===== src/rtl/polar_frame_sequencer_if.sv =====
// Handshake bundle between the frame sequencer and the input stream,
// the decoder core and the monitored output stream.
interface polar_frame_sequencer_if;
  logic saxis_tvalid;
  logic saxis_tlast;
  logic saxis_tready;
  logic decode_start;
  logic decode_done;
  logic maxis_tvalid;
  logic maxis_tready;
  logic maxis_tlast;

  modport master (
    output saxis_tvalid, saxis_tlast, decode_done,
           maxis_tvalid, maxis_tready, maxis_tlast,
    input  saxis_tready, decode_start
  );

  modport slave (
    input  saxis_tvalid, saxis_tlast, decode_done,
           maxis_tvalid, maxis_tready, maxis_tlast,
    output saxis_tready, decode_start
  );
endinterface


===== src/rtl/polar_frame_sequencer.sv =====
// Polar decoder frame sequencer: steps each frame through input load, decoder
// launch/supervision, output settle and output streaming, with sticky errors.
module polar_frame_sequencer #(
  parameter int                        STATE_WIDTH        = 10,
  parameter logic [STATE_WIDTH-1:0]    IDLE_STATE         = 10'd1,
  parameter logic [STATE_WIDTH-1:0]    INPUT_STATE        = 10'd2,
  parameter logic [STATE_WIDTH-1:0]    DECODE_START_STATE = 10'd4,
  parameter logic [STATE_WIDTH-1:0]    DECODE_STATE       = 10'd8,
  parameter logic [STATE_WIDTH-1:0]    OUTPUT_WAIT_STATE  = 10'd256,
  parameter logic [STATE_WIDTH-1:0]    OUTPUT_STATE       = 10'd512,
  parameter int                        INPUT_LENGTH       = 1024,
  parameter int                        CNT_WIDTH          = 11,
  parameter int                        OUTPUT_WAIT_CYCLES = 2,
  parameter int                        TIMEOUT_CYCLES     = 65535
) (
  input  logic                   clk,
  input  logic                   reset,
  input  logic                   enable,
  input  logic                   err_clear,
  polar_frame_sequencer_if.slave bus,
  output logic [STATE_WIDTH-1:0] state,
  output logic                   busy,
  output logic [15:0]            frame_count,
  output logic                   err_tlast,
  output logic                   err_timeout
);

  localparam int TW = (TIMEOUT_CYCLES > 2) ? $clog2(TIMEOUT_CYCLES) : 1;
  localparam int WW = (OUTPUT_WAIT_CYCLES > 2) ? $clog2(OUTPUT_WAIT_CYCLES) : 1;
  localparam logic [CNT_WIDTH-1:0] LAST_BEAT    = CNT_WIDTH'(INPUT_LENGTH - 1);
  localparam logic [TW-1:0]        TIMEOUT_LAST = TW'(TIMEOUT_CYCLES - 1);
  localparam logic [WW-1:0]        WAIT_LAST    = WW'(OUTPUT_WAIT_CYCLES - 1);

  typedef enum logic [STATE_WIDTH-1:0] {
    ST_IDLE         = IDLE_STATE,
    ST_INPUT        = INPUT_STATE,
    ST_DECODE_START = DECODE_START_STATE,
    ST_DECODE       = DECODE_STATE,
    ST_OUTPUT_WAIT  = OUTPUT_WAIT_STATE,
    ST_OUTPUT       = OUTPUT_STATE
  } state_t;

  state_t               state_q;
  logic [CNT_WIDTH-1:0] beat_cnt;
  logic [TW-1:0]        timeout_cnt;
  logic [WW-1:0]        wait_cnt;

  // Error sets are written after the clear so that a same-cycle set wins.
  always_ff @(posedge clk) begin
    if (reset) begin
      state_q     <= ST_IDLE;
      beat_cnt    <= '0;
      timeout_cnt <= '0;
      wait_cnt    <= '0;
      frame_count <= '0;
      err_tlast   <= 1'b0;
      err_timeout <= 1'b0;
    end else begin
      if (err_clear) begin
        err_tlast   <= 1'b0;
        err_timeout <= 1'b0;
      end
      case (state_q)
        ST_IDLE: begin
          if (enable) state_q <= ST_INPUT;
        end
        ST_INPUT: begin
          if (bus.saxis_tvalid && bus.saxis_tready) begin
            if (beat_cnt == LAST_BEAT) begin
              beat_cnt <= '0;
              state_q  <= ST_DECODE_START;
              if (!bus.saxis_tlast) err_tlast <= 1'b1;
            end else begin
              beat_cnt <= beat_cnt + 1'b1;
              if (bus.saxis_tlast) err_tlast <= 1'b1;
            end
          end
        end
        ST_DECODE_START: begin
          timeout_cnt <= '0;
          state_q     <= ST_DECODE;
        end
        ST_DECODE: begin
          if (bus.decode_done) begin
            wait_cnt <= '0;
            state_q  <= ST_OUTPUT_WAIT;
          end else if (timeout_cnt == TIMEOUT_LAST) begin
            err_timeout <= 1'b1;
            state_q     <= ST_IDLE;
          end else begin
            timeout_cnt <= timeout_cnt + 1'b1;
          end
        end
        ST_OUTPUT_WAIT: begin
          if (wait_cnt == WAIT_LAST) state_q <= ST_OUTPUT;
          else                       wait_cnt <= wait_cnt + 1'b1;
        end
        ST_OUTPUT: begin
          if (bus.maxis_tvalid && bus.maxis_tready && bus.maxis_tlast) begin
            frame_count <= frame_count + 16'd1;
            state_q     <= enable ? ST_INPUT : ST_IDLE;
          end
        end
        default: state_q <= ST_IDLE;
      endcase
    end
  end

  assign state            = state_q;
  assign busy             = (state_q != ST_IDLE);
  assign bus.saxis_tready = (state_q == ST_INPUT);
  assign bus.decode_start = (state_q == ST_DECODE_START);

endmodule


===== src/flat_wrapper.sv =====
// flat-port wrapper written by rule: the top's interface ports become plain ports
module polar_frame_sequencer_flat 
#(
  parameter int                        STATE_WIDTH        = 10,
  parameter logic [STATE_WIDTH-1:0]    IDLE_STATE         = 10'd1,
  parameter logic [STATE_WIDTH-1:0]    INPUT_STATE        = 10'd2,
  parameter logic [STATE_WIDTH-1:0]    DECODE_START_STATE = 10'd4,
  parameter logic [STATE_WIDTH-1:0]    DECODE_STATE       = 10'd8,
  parameter logic [STATE_WIDTH-1:0]    OUTPUT_WAIT_STATE  = 10'd256,
  parameter logic [STATE_WIDTH-1:0]    OUTPUT_STATE       = 10'd512,
  parameter int                        INPUT_LENGTH       = 1024,
  parameter int                        CNT_WIDTH          = 11,
  parameter int                        OUTPUT_WAIT_CYCLES = 2,
  parameter int                        TIMEOUT_CYCLES     = 65535
)
  (clk, reset, enable, err_clear, state, busy, frame_count, err_tlast, err_timeout, bus_saxis_tvalid, bus_saxis_tlast, bus_decode_done, bus_maxis_tvalid, bus_maxis_tready, bus_maxis_tlast, bus_saxis_tready, bus_decode_start);
  polar_frame_sequencer_if bus_i ();
  input  logic clk;
  input  logic reset;
  input  logic enable;
  input  logic err_clear;
  output logic [STATE_WIDTH-1:0] state;
  output logic busy;
  output logic [15:0] frame_count;
  output logic err_tlast;
  output logic err_timeout;
  input wire logic [$bits(bus_i.saxis_tvalid)-1:0] bus_saxis_tvalid;
  input wire logic [$bits(bus_i.saxis_tlast)-1:0] bus_saxis_tlast;
  input wire logic [$bits(bus_i.decode_done)-1:0] bus_decode_done;
  input wire logic [$bits(bus_i.maxis_tvalid)-1:0] bus_maxis_tvalid;
  input wire logic [$bits(bus_i.maxis_tready)-1:0] bus_maxis_tready;
  input wire logic [$bits(bus_i.maxis_tlast)-1:0] bus_maxis_tlast;
  output wire logic [$bits(bus_i.saxis_tready)-1:0] bus_saxis_tready;
  output wire logic [$bits(bus_i.decode_start)-1:0] bus_decode_start;
  assign bus_i.saxis_tvalid = bus_saxis_tvalid;
  assign bus_i.saxis_tlast = bus_saxis_tlast;
  assign bus_i.decode_done = bus_decode_done;
  assign bus_i.maxis_tvalid = bus_maxis_tvalid;
  assign bus_i.maxis_tready = bus_maxis_tready;
  assign bus_i.maxis_tlast = bus_maxis_tlast;
  assign bus_saxis_tready = bus_i.saxis_tready;
  assign bus_decode_start = bus_i.decode_start;
  polar_frame_sequencer #(.STATE_WIDTH(STATE_WIDTH), .IDLE_STATE(IDLE_STATE), .INPUT_STATE(INPUT_STATE), .DECODE_START_STATE(DECODE_START_STATE), .DECODE_STATE(DECODE_STATE), .OUTPUT_WAIT_STATE(OUTPUT_WAIT_STATE), .OUTPUT_STATE(OUTPUT_STATE), .INPUT_LENGTH(INPUT_LENGTH), .CNT_WIDTH(CNT_WIDTH), .OUTPUT_WAIT_CYCLES(OUTPUT_WAIT_CYCLES), .TIMEOUT_CYCLES(TIMEOUT_CYCLES)) u_core (.clk(clk), .reset(reset), .enable(enable), .err_clear(err_clear), .bus(bus_i), .state(state), .busy(busy), .frame_count(frame_count), .err_tlast(err_tlast), .err_timeout(err_timeout));
endmodule

===== config.mk =====
export PLATFORM = sky130hd
export DESIGN_NAME = polar_frame_sequencer_flat
export DESIGN_NICKNAME = d
export VERILOG_FILES = /design/src/rtl/polar_frame_sequencer_if.sv /design/src/rtl/polar_frame_sequencer.sv /design/src/flat_wrapper.sv
export SDC_FILE = /design/constraint.sdc
export NUM_CORES = 1
export LEC_CHECK = 0
export ABC_CLOCK_PERIOD_IN_PS = 3400
export CORE_UTILIZATION = 57
export DETAILED_ROUTE_END_ITERATION = 12
export GPL_TIMING_DRIVEN = 0
export PLACE_DENSITY = 0.82
export SYNTH_ARGS = -nofsm -noshare
export SYNTH_HDL_FRONTEND = slang
export SYNTH_SLANG_ARGS = --single-unit

===== constraint.sdc =====
create_clock -name clk -period 3.4 [get_ports clk]
set_input_delay 0.51 -clock clk [delete_from_list [all_inputs] [get_ports clk]]
set_output_delay 0.51 -clock clk [all_outputs]
set_load 0.05 [all_outputs]

==> results.yml <==
final_layout:
  stdcell_count: 409
  final_area_um2: 3132
  syn_to_final_growth_pct: 20.39
  antenna_cells: 0
  layout-drive-gt1-share_pct: 6.162
  fin_nets: 370
yosys:
  seq_area_frac_synth_pct: 40.02
  synth_top_area_cell: "dfxtp_1"
  ys_async_sr_fraction_pct: 0
  synth-main-ff-cell: "dfxtp_1"
  synth_top_area_share_pct: 40.02
  syn_area_um2: 2601
  ys.warnings.count: 0
  yosysUniqueCellTypes: 46
  synth_edf_count: 0
  synthTopCellsByArea: "dfxtp_1, nor2_1, xnor2_1, xor2_1, a21oi_1"
  synth_seq_cells: 52
  syn_inst: 310
  avgSynthCellArea_um2: 8.391
clock_network:
  clock-sinks: 52
  clk_pin_slew_ns: 0.09
  cts_tree: "done"
  post-cts-setup-buffer-count: 0
  cts_resized: 0
  insertion_delay_ns: 0.30
  cts.path.max_buffers: 2
  hold_buffers: 0
  cts_made_buffers: 5
  htreeDepth: 2
  cts_root_buf: "clkbuf_8"
hold_path:
  min_to: "u_core.beat_cnt[10]$_SDFFE_PP0P_"
  min_from: "u_core.beat_cnt[10]$_SDFFE_PP0P_"
  hp-class: "reg -> reg"
  whs_path_depth: 1
detailed_routing:
  wl_per_cell_um: 13.98
  drcViolationCount: 0
  drt_pass1_iterations: 4
  drt-vias-per-instance: 5.853
  drt-initial-drc-count: 109
  wl_um: 5717
  ant_nets: 0
  dr_total_vias: 2394
die:
  dieArea_um2: 4838
  start_util_pct: 59.33
  die_h_um: 69.56
  dieWidth_um: 69.56
  coreArea_um2: 4384
  ioPinCount: 41
  rows: 24
pwr:
  internal-power_mw: 0.8533
  p_leak_nw: 1.110
  swShare_pct: 28.87
  p_switching_mw: 0.3463
  pwr-share-comb_pct: 16.8
  power_density_nw_per_um2: 383.0
  ir_worst_vdd_mv: 0.2151
  pwr-share-seq_pct: 52.8
  clkPwrFrac_pct: 30.4
critical_path:
  cp.arrival_ns: 2.42
  cp_max_fo: 8
  r2r_end: "u_core.timeout_cnt[8]$_SDFFE_PP0P_"
  worstPathRequired_ns: 2.89
  start_kind: "register"
  critical_path_class: "reg -> out"
  reg2reg_depth: 6
  end_kind: "output port"
  r2r-start: "u_core.state[9]$_SDFFE_PP0P_"
  r2r_slack_ns: 1.04
placed_design:
  placed_area_um2: 3038
  place_ws_ns: 0.8226
  dp_hpwl_um: 4102
  io_buffers: 36
  dp_cells: 401
  routabilityCongestion: 0.8789
sta:
  rsz0062_at_grt: "false"
  finalSetupTns_ns: 0
  layout_worst_path_cycle_share_pct: 86.07
  slew_viol_final: 0
  setup_ws_ns: 0.4737
  hold_viol: 0
  tightest_slew_ns: 0.6851
  finClkSkew_ns: 0.006168
  clock.fmax_ghz: 0.3417
  finalCriticalPeriod_ns: 2.926
  relSlewSlack_pct: 53.84
  finalSetupViolCount: 0
grt:
  grt_pass1_wl_um: 9715
  grt_pass1_vias: 2172
  grt-ovfl-total: 0
  grt_antenna_before_repair: 0
  grt_max_degree: 16
  grt_usage_pct: 24.59
flow_run:
  cap_violations: 0
run_status:
  outcome: "complete, no violations"
## layout make-up
cell class                      count  area (µm²)
Clock buffer                        7       86.33
Tap cell                           52       65.06
Inverter                           12       45.04
Timing Repair Buffer               36       360.3
Fill cell                         359        1252
Buffer                             14       78.83
Sequential cell                    52        1041
Multi-Input combinational cell    235        1448
Clock inverter                      1       7.507
## critical path: stages, from the launching register on
cell,delay (ns)
dfxtp_1,0.48
nor4b_1,0.53
nand2_1,0.18
inv_1,0.12
clkdlybuf4s50_1,0.80
## sequential cells by signal, summed over array words and instances (netlist names)
name                flops
u_core.frame_count     16
u_core.timeout_cnt     16
u_core.beat_cnt        11
u_core.state            6
u_core.err_timeout      1
u_core.err_tlast        1
u_core.wait_cnt         1
## Yosys cell counts, types with 2 or more instances
cell / instances
clkbuf_1: 6
or4_1: 8
nor3_1: 12
a21oi_1: 18
and2_1: 2
nand2_1: 21
inv_1: 12
ha_1: 4
nand4_1: 14
o211ai_1: 4
xnor2_1: 13
dfxtp_1: 52
buf_2: 3
buf_4: 4
nand3_1: 17
o21ai_0: 8
and3_1: 4
nor2b_1: 6
and4_1: 2
or4_4: 2
o31ai_1: 3
or3_1: 6
mux2i_1: 2
nand2b_1: 3
o2111ai_1: 2
nor2_1: 39
xor2_1: 13
a21o_1: 2
nor4_1: 8
o21a_1: 4
## kinds of logic after synthesis
group                    Yosys count  share of synthesized area (%)
AND/OR/NAND/NOR                  151                          31.75
other                              1                         0.1442
adder cells (fa/ha/maj)            4                          1.924
AO/OA/AOI/OAI                     47                          11.30
multiplexers                       3                          1.347
XOR/XNOR                          26                          8.754
flip-flops                        52                          40.02
buffers and inverters             26                          4.762
## routing by layer
metal / global-route usage (%) / vias to the layer above / routed length [µm]
li1: - / 1190 / -
met1: 29.36 / 1135 / 2516
met2: 42.07 / 54 / 2837
met3: 5.814 / 15 / 212
met4: 10.43 / 0 / 151
met5: 0 / - / 0
## power groups by stage
stage                     Clock, mW  Combinational, mW  Sequential (mW)
after floorplan                   0              0.112            0.670
after global placement            0              0.196            0.648
after detailed placement          0              0.200            0.648
after CTS                     0.374              0.200            0.634
after global routing          0.398              0.216            0.636
final                         0.365              0.201            0.634
## how the worst max path moves through the flow
stage,endpoint,slack (ns),start,depth (start not counted)
floorplan,u_core.frame_count[13]$_SDFFE_PP0P_,0.93,u_core.state[1]$_SDFFE_PP0P_,6
global placement,bus_saxis_tready,0.86,u_core.state[1]$_SDFFE_PP0P_,4
detailed placement,bus_saxis_tready,0.82,u_core.state[1]$_SDFFE_PP0P_,4
CTS,bus_saxis_tready,0.48,u_core.state[1]$_SDFFE_PP0P_,4
global route,bus_saxis_tready,0.35,u_core.state[1]$_SDFFE_PP0P_,4
finish,bus_saxis_tready,0.47,u_core.state[1]$_SDFFE_PP0P_,4
## stage by stage
stage,hold slack (ns),util (%),power [mW]
after floorplan,0.4280,-,0.7821
after global placement,0.4335,69.29,0.8438
after detailed placement,0.4422,69.29,0.8479
after CTS,0.4533,71.43,1.208
after global routing,0.4679,71.43,1.251
final,0.4551,71.43,1.200
## layout by cell type (no fill, tap or decap), types with 2 or more instances in the layout
cell,Yosys,routed
dfxtp_1,52,52
nor2_1,39,39
clkdlybuf4s50_1,0,36
nand2_1,21,21
a21oi_1,18,18
nand3_1,17,17
nand4_1,14,14
xnor2_1,13,13
xor2_1,13,13
nor3_1,12,12
inv_1,12,12
nor4_1,8,8
or4_1,8,8
o21ai_0,8,8
clkbuf_1,6,7
nor2b_1,6,6
or3_1,6,6
clkbuf_8,0,6
and3_1,4,4
o211ai_1,4,4
o21a_1,4,4
ha_1,4,4
buf_4,4,4
conb_1,1,4
nand2b_1,3,3
buf_2,3,3
o31ai_1,3,3
or4_4,2,2
mux2i_1,2,2
a21o_1,2,2
and4_1,2,2
o2111ai_1,2,2
and2_1,2,2
Note: power is estimated with default switching activity, not from simulation.
==> patch 1: new RTL, same settings <==
`OUTPUT_WAIT_CYCLES` is set to 2 in 2 places; all go to 4.
--- a/src/rtl/polar_frame_sequencer.sv
+++ b/src/rtl/polar_frame_sequencer.sv
@@ -10,7 +10,7 @@
   parameter logic [STATE_WIDTH-1:0]    OUTPUT_STATE       = 10'd512,
   parameter int                        INPUT_LENGTH       = 1024,
   parameter int                        CNT_WIDTH          = 11,
-  parameter int                        OUTPUT_WAIT_CYCLES = 2,
+  parameter int                        OUTPUT_WAIT_CYCLES = 4,
   parameter int                        TIMEOUT_CYCLES     = 65535
 ) (
   input  logic                   clk,
--- a/src/flat_wrapper.sv
+++ b/src/flat_wrapper.sv
@@ -10,7 +10,7 @@
   parameter logic [STATE_WIDTH-1:0]    OUTPUT_STATE       = 10'd512,
   parameter int                        INPUT_LENGTH       = 1024,
   parameter int                        CNT_WIDTH          = 11,
-  parameter int                        OUTPUT_WAIT_CYCLES = 2,
+  parameter int                        OUTPUT_WAIT_CYCLES = 4,
   parameter int                        TIMEOUT_CYCLES     = 65535
 )
   (clk, reset, enable, err_clear, state, busy, frame_count, err_tlast, err_timeout, bus_saxis_tvalid, bus_saxis_tlast, bus_decode_done, bus_maxis_tvalid, bus_maxis_tready, bus_maxis_tlast, bus_saxis_tready, bus_decode_start);
Formal check against the unedited RTL: same outputs for any inputs over 10 cycles, from zero or initial values and one cycle with reset high; that may be too few to reach the edited logic, so the function may still have changed.
==> patch 1 against the unedited design <==
- cell area rose by 8.3%
- critical path depth did not move
- worst setup slack improved by 0.039 ns
- core utilization fell by 0.58 points
- sequential cell count rose by 1
- clock power fell by 4%
- synthesized area rose by 9.8%
- routed wire length rose by 12%
- combinational power rose by 61%
- power rose by 11%
- critical path type unchanged
- critical endpoint unchanged
- largest power group unchanged
==> patch 1: results (changes against the unedited design) <==
| Metric | Value |
|---|---|
| Signal buffers | `56 (was 50)` |
| Non-clock buffer share of cell area | `13.8% (was 14.0%)` |
| Outcome | `completed (unchanged)` |
| M1 GR Usage | `34.0% (was 29.4%)` |
| Clock-cell share | `2.36% (was 3.00%)` |
| Metal-1 WL | `3.10 mm (was 2.52 mm)` |
| Met2 WL | `3.01 mm (was 2.84 mm)` |
| Routed WL | `6.43 mm (was 5.72 mm)` |
| Met2 usage | `42.5% (was 42.1%)` |
| R2R Path End | `u_core.frame_count[12] (was u_core.timeout_cnt[8])` |
| Seq area share | `31.3% (was 33.2%)` |
| Seq. pwr | `0.656 mW (was 0.634 mW)` |
| Via-to-Cell Ratio | `6.04 (was 5.85)` |
| Multi-input combinational area share | `48.8% (was 46.2%)` |
| Sw frac | `32.8% (was 28.9%)` |
| FILL cells | `418 (was 359)` |
| Internal power | `0.894 mW (was 0.853 mW)` |
| Cell variety after synth | `50 (was 46)` |
| Leak | `1.11 nW (about the same)` |
| Area after DPL | `3310 um2 (was 3040 um2)` |
| Core area | `4790 um2 (was 4380 um2)` |
| WHS | `0.469 ns (was 0.455 ns)` |
| Routability-driven placement congestion ratio | `0.849 (was 0.879)` |
| DRT iter0 DRCs | `143 (was 109)` |
| Gr usage total | `25.8% (was 24.6%)` |
| Arr. time, crit path | `2.38 ns (was 2.42 ns)` |
| Detail Placement HPWL | `4.73 mm (was 4.10 mm)` |
| Measured slew at the worst slew-check pin | `0.534 ns (was 0.685 ns)` |
| Clock tree sinks | `53 (was 52)` |
| Minimum clock period after layout | `2.89 ns (was 2.93 ns)` |
| Syn avg cell area | `8.60 um2 (was 8.39 um2)` |
| Clk power | `0.351 mW (was 0.365 mW)` |
| GR Util met3 | `4.56% (was 5.81%)` |
| Met3 wire len | `213 um (was 212 um)` |
| Comb_multi_in | `250 (was 235)` |
| Synth-to-Final Area Change | `18.8% (was 20.4%)` |
| Final #Nets | `393 (was 370)` |
| Pre-CTS setup slack | `0.857 ns (was 0.823 ns)` |
| Dpl cells | `438 (was 401)` |
| Synth top area share | `37.2% (was 40.0%)` |
| Clock buffers | `8 (was 7)` |
| First-pass GRT wire length | `10.8 mm (was 9.72 mm)` |
| Top cells by count, synth | `dfxtp_1 (53), a21oi_1 (32), nand2_1 (25) (was dfxtp_1 (52), nor2_1 (39), nand2_1 (21))` |
patch 1: cell count changes in the layout (fill, tap and decap cells not counted), moves of 5 or more:
cell / before / now
mux2i_1: 2 / 7
or4_1: 8 / 17
xor2_1: 13 / 3
and4_1: 2 / 7
or3_1: 6 / 12
nor3_1: 12 / 4
xnor2_1: 13 / 5
nor2_1: 39 / 12
a21oi_1: 18 / 32
o31ai_1: 3 / 15
nand2b_1: 3 / 10
patch 1: worst reg2reg max path, stage by stage, from the launching register on:
cell,delay [ns]
dfxtp_1,0.34
buf_2,0.22
nor2b_1,0.49
nand4_1,0.32
clkbuf_2,0.27
o311ai_0,0.33
o41ai_1,0.13
patch 1: cell families after synthesis:
group | after synthesis | share of synthesized area [%]
adder cells (fa/ha/maj) | 5 | 2.19
other | 1 | 0.131
flip-flops | 53 | 37.2
buffers and inverters | 32 | 5.30
multiplexers | 7 | 2.45
AO/OA/AOI/OAI | 79 | 17.4
AND/OR/NAND/NOR | 147 | 32.9
XOR/XNOR | 8 | 2.45
==> patch 2: new RTL, config.mk and constraints unchanged <==
Made on the original files. Put one more register stage on the output `frame_count`. The value now appears one clock later. The other outputs are not delayed to match.
--- a/src/rtl/polar_frame_sequencer.sv
+++ b/src/rtl/polar_frame_sequencer.sv
@@ -40,6 +40,8 @@
     ST_OUTPUT       = OUTPUT_STATE
   } state_t;
 
+  logic [15:0] frame_count_s0;
+
   state_t               state_q;
   logic [CNT_WIDTH-1:0] beat_cnt;
   logic [TW-1:0]        timeout_cnt;
@@ -52,7 +54,7 @@
       beat_cnt    <= '0;
       timeout_cnt <= '0;
       wait_cnt    <= '0;
-      frame_count <= '0;
+      frame_count_s0 <= '0;
       err_tlast   <= 1'b0;
       err_timeout <= 1'b0;
     end else begin
@@ -97,7 +99,7 @@
         end
         ST_OUTPUT: begin
           if (bus.maxis_tvalid && bus.maxis_tready && bus.maxis_tlast) begin
-            frame_count <= frame_count + 16'd1;
+            frame_count_s0 <= frame_count_s0 + 16'd1;
             state_q     <= enable ? ST_INPUT : ST_IDLE;
           end
         end
@@ -111,5 +113,9 @@
   assign bus.saxis_tready = (state_q == ST_INPUT);
   assign bus.decode_start = (state_q == ST_DECODE_START);
 
+  always_ff @(posedge clk) begin
+    frame_count <= frame_count_s0;
+  end
+
 endmodule
 
Formal check against the unedited RTL: no difference found for any inputs over 10 cycles, from zero or initial values and one cycle with reset high; that may be too few to reach the edited logic, so the function may still have changed.
==> patch 2 against the unedited design <==
- first-iteration DRC count increased by 50%
- sequential cell count increased by 16
- fmax decreased by 5.2%
- cell area increased by 12%
- register-to-register slack improved by 0.20 ns
- hold slack got worse by 0.095 ns
- synthesized area increased by 10%
- synthesized cell count increased by 2.3%
- power increased by 35%
- combinational power decreased by 29%
- core utilization increased by 2.2 points
- highest routed layer unchanged
- critical path type unchanged
- routed wire length decreased by 2.6%
- clock skew increased by 0.0016 ns
- worst setup slack got worse by 0.16 ns
==> patch 2: results (changes against the unedited design) <==
| Metric | Value |
|---|---|
| Hold path startpoint | `u_core.frame_count_s0[15] (was u_core.beat_cnt[10])` |
| R2R cell count | `8 (was 6)` |
| Comb_multi_in | `229 (was 235)` |
| GR Util met3 | `4.42% (was 5.81%)` |
| Reg clk slew, reported paths | `0.07 ns (was 0.09 ns)` |
| Pre-CTS setup slack | `0.680 ns (was 0.823 ns)` |
| R2R Path End | `u_core.timeout_cnt[15] (was u_core.timeout_cnt[8])` |
| First-pass GRT wire length | `9.40 mm (was 9.72 mm)` |
| Non-clock buffer share of cell area | `12.3% (was 14.0%)` |
| Inverters | `9 (was 12)` |
| Post-synthesis compound-gate area fraction | `6.03% (was 11.3%)` |
| Critical R2R Launch | `u_core.timeout_cnt[0] (was u_core.state[9])` |
| Mux contribution to synthesized area | `0.349% (was 1.35%)` |
| H-tree depth | `3 (was 2)` |
| Register area | `1360 um2 (was 1040 um2)` |
| Met3 wire len | `299 um (was 212 um)` |
| Final #Nets | `381 (was 370)` |
| Top cells by count, synth | `dfxtp_1 (68), nor2_1 (51), nand3_1 (21) (was dfxtp_1 (52), nor2_1 (39), nand2_1 (21))` |
| Peak VDD IR | `0.303 mV (was 0.215 mV)` |
| DRT iter0 DRCs | `164 (was 109)` |
| Met2 usage | `37.6% (was 42.1%)` |
| Gr usage total | `23.0% (was 24.6%)` |
| Leak | `1.26 nW (was 1.11 nW)` |
| Adder and majority cell fraction of the synthesized area | `1.75% (was 1.92%)` |
| Clock buffer count from CTS | `9 (was 5)` |
| Delay-heaviest family, CP | `simple AND/OR/NAND/NOR gates (was buffers and inverters)` |
| Register area share after synthesis | `47.5% (was 40.0%)` |
| Clock-cell share | `5.72% (was 3.00%)` |
| Detail Placement HPWL | `4.04 mm (was 4.10 mm)` |
| Dpl cells | `423 (was 401)` |
| Share of post-route cells with drive strength above 1 | `8.60% (was 6.16%)` |
| Measured slew at the worst slew-check pin | `0.686 ns (was 0.685 ns)` |
| First-pass DRT Iterations | `5 (was 4)` |
| FILL cells | `365 (was 359)` |
| Minimum clock period after layout | `3.09 ns (was 2.93 ns)` |
| Via-to-Cell Ratio | `5.38 (was 5.85)` |
| Met2 WL | `2.68 mm (was 2.84 mm)` |
| Outcome | `completed (unchanged)` |
| Clock Latency Late Sink | `0.34 ns (was 0.30 ns)` |
| Max incr delay on CP | `0.73 ns (was 0.80 ns)` |
| Xor-xnor portion of the synthesized cell area | `10.7% (was 8.75%)` |
| Non-filler cells, final | `439 (was 409)` |
| WHS | `0.360 ns (was 0.455 ns)` |
## patch 2: worst register-to-register path: stages (launching register included)
cell and delay, ns:
dfxtp_1 0.43, inv_1 0.07, ha_1 0.22, and4_1 0.21
and4_1 0.17, buf_2 0.18, nor4_2 0.50, a31o_2 0.22
a21oi_1 0.06
## patch 2: power by group through the flow
| stage | Combinational, mW | Sequential, mW | Clock (mW) |
|---|---|---|---|
| 2_1_floorplan | 0.0836 | 0.843 | 0 |
| 3_3_place_gp | 0.141 | 0.830 | 0 |
| 3_5_place_dp | 0.142 | 0.830 | 0 |
| 4_1_cts | 0.143 | 0.811 | 0.676 |
| 5_1_grt | 0.153 | 0.812 | 0.712 |
| 6_report | 0.143 | 0.811 | 0.666 |
## patch 2: cells by family after synthesis
kind of cell,after synthesis
and+or+nand+nor,158
DFF,68
xor gates and xnor gates,35
AOI/OAI and AO/OA,27
buffers and inverters,23
adders and majority gates,4
other,1
muxes,1
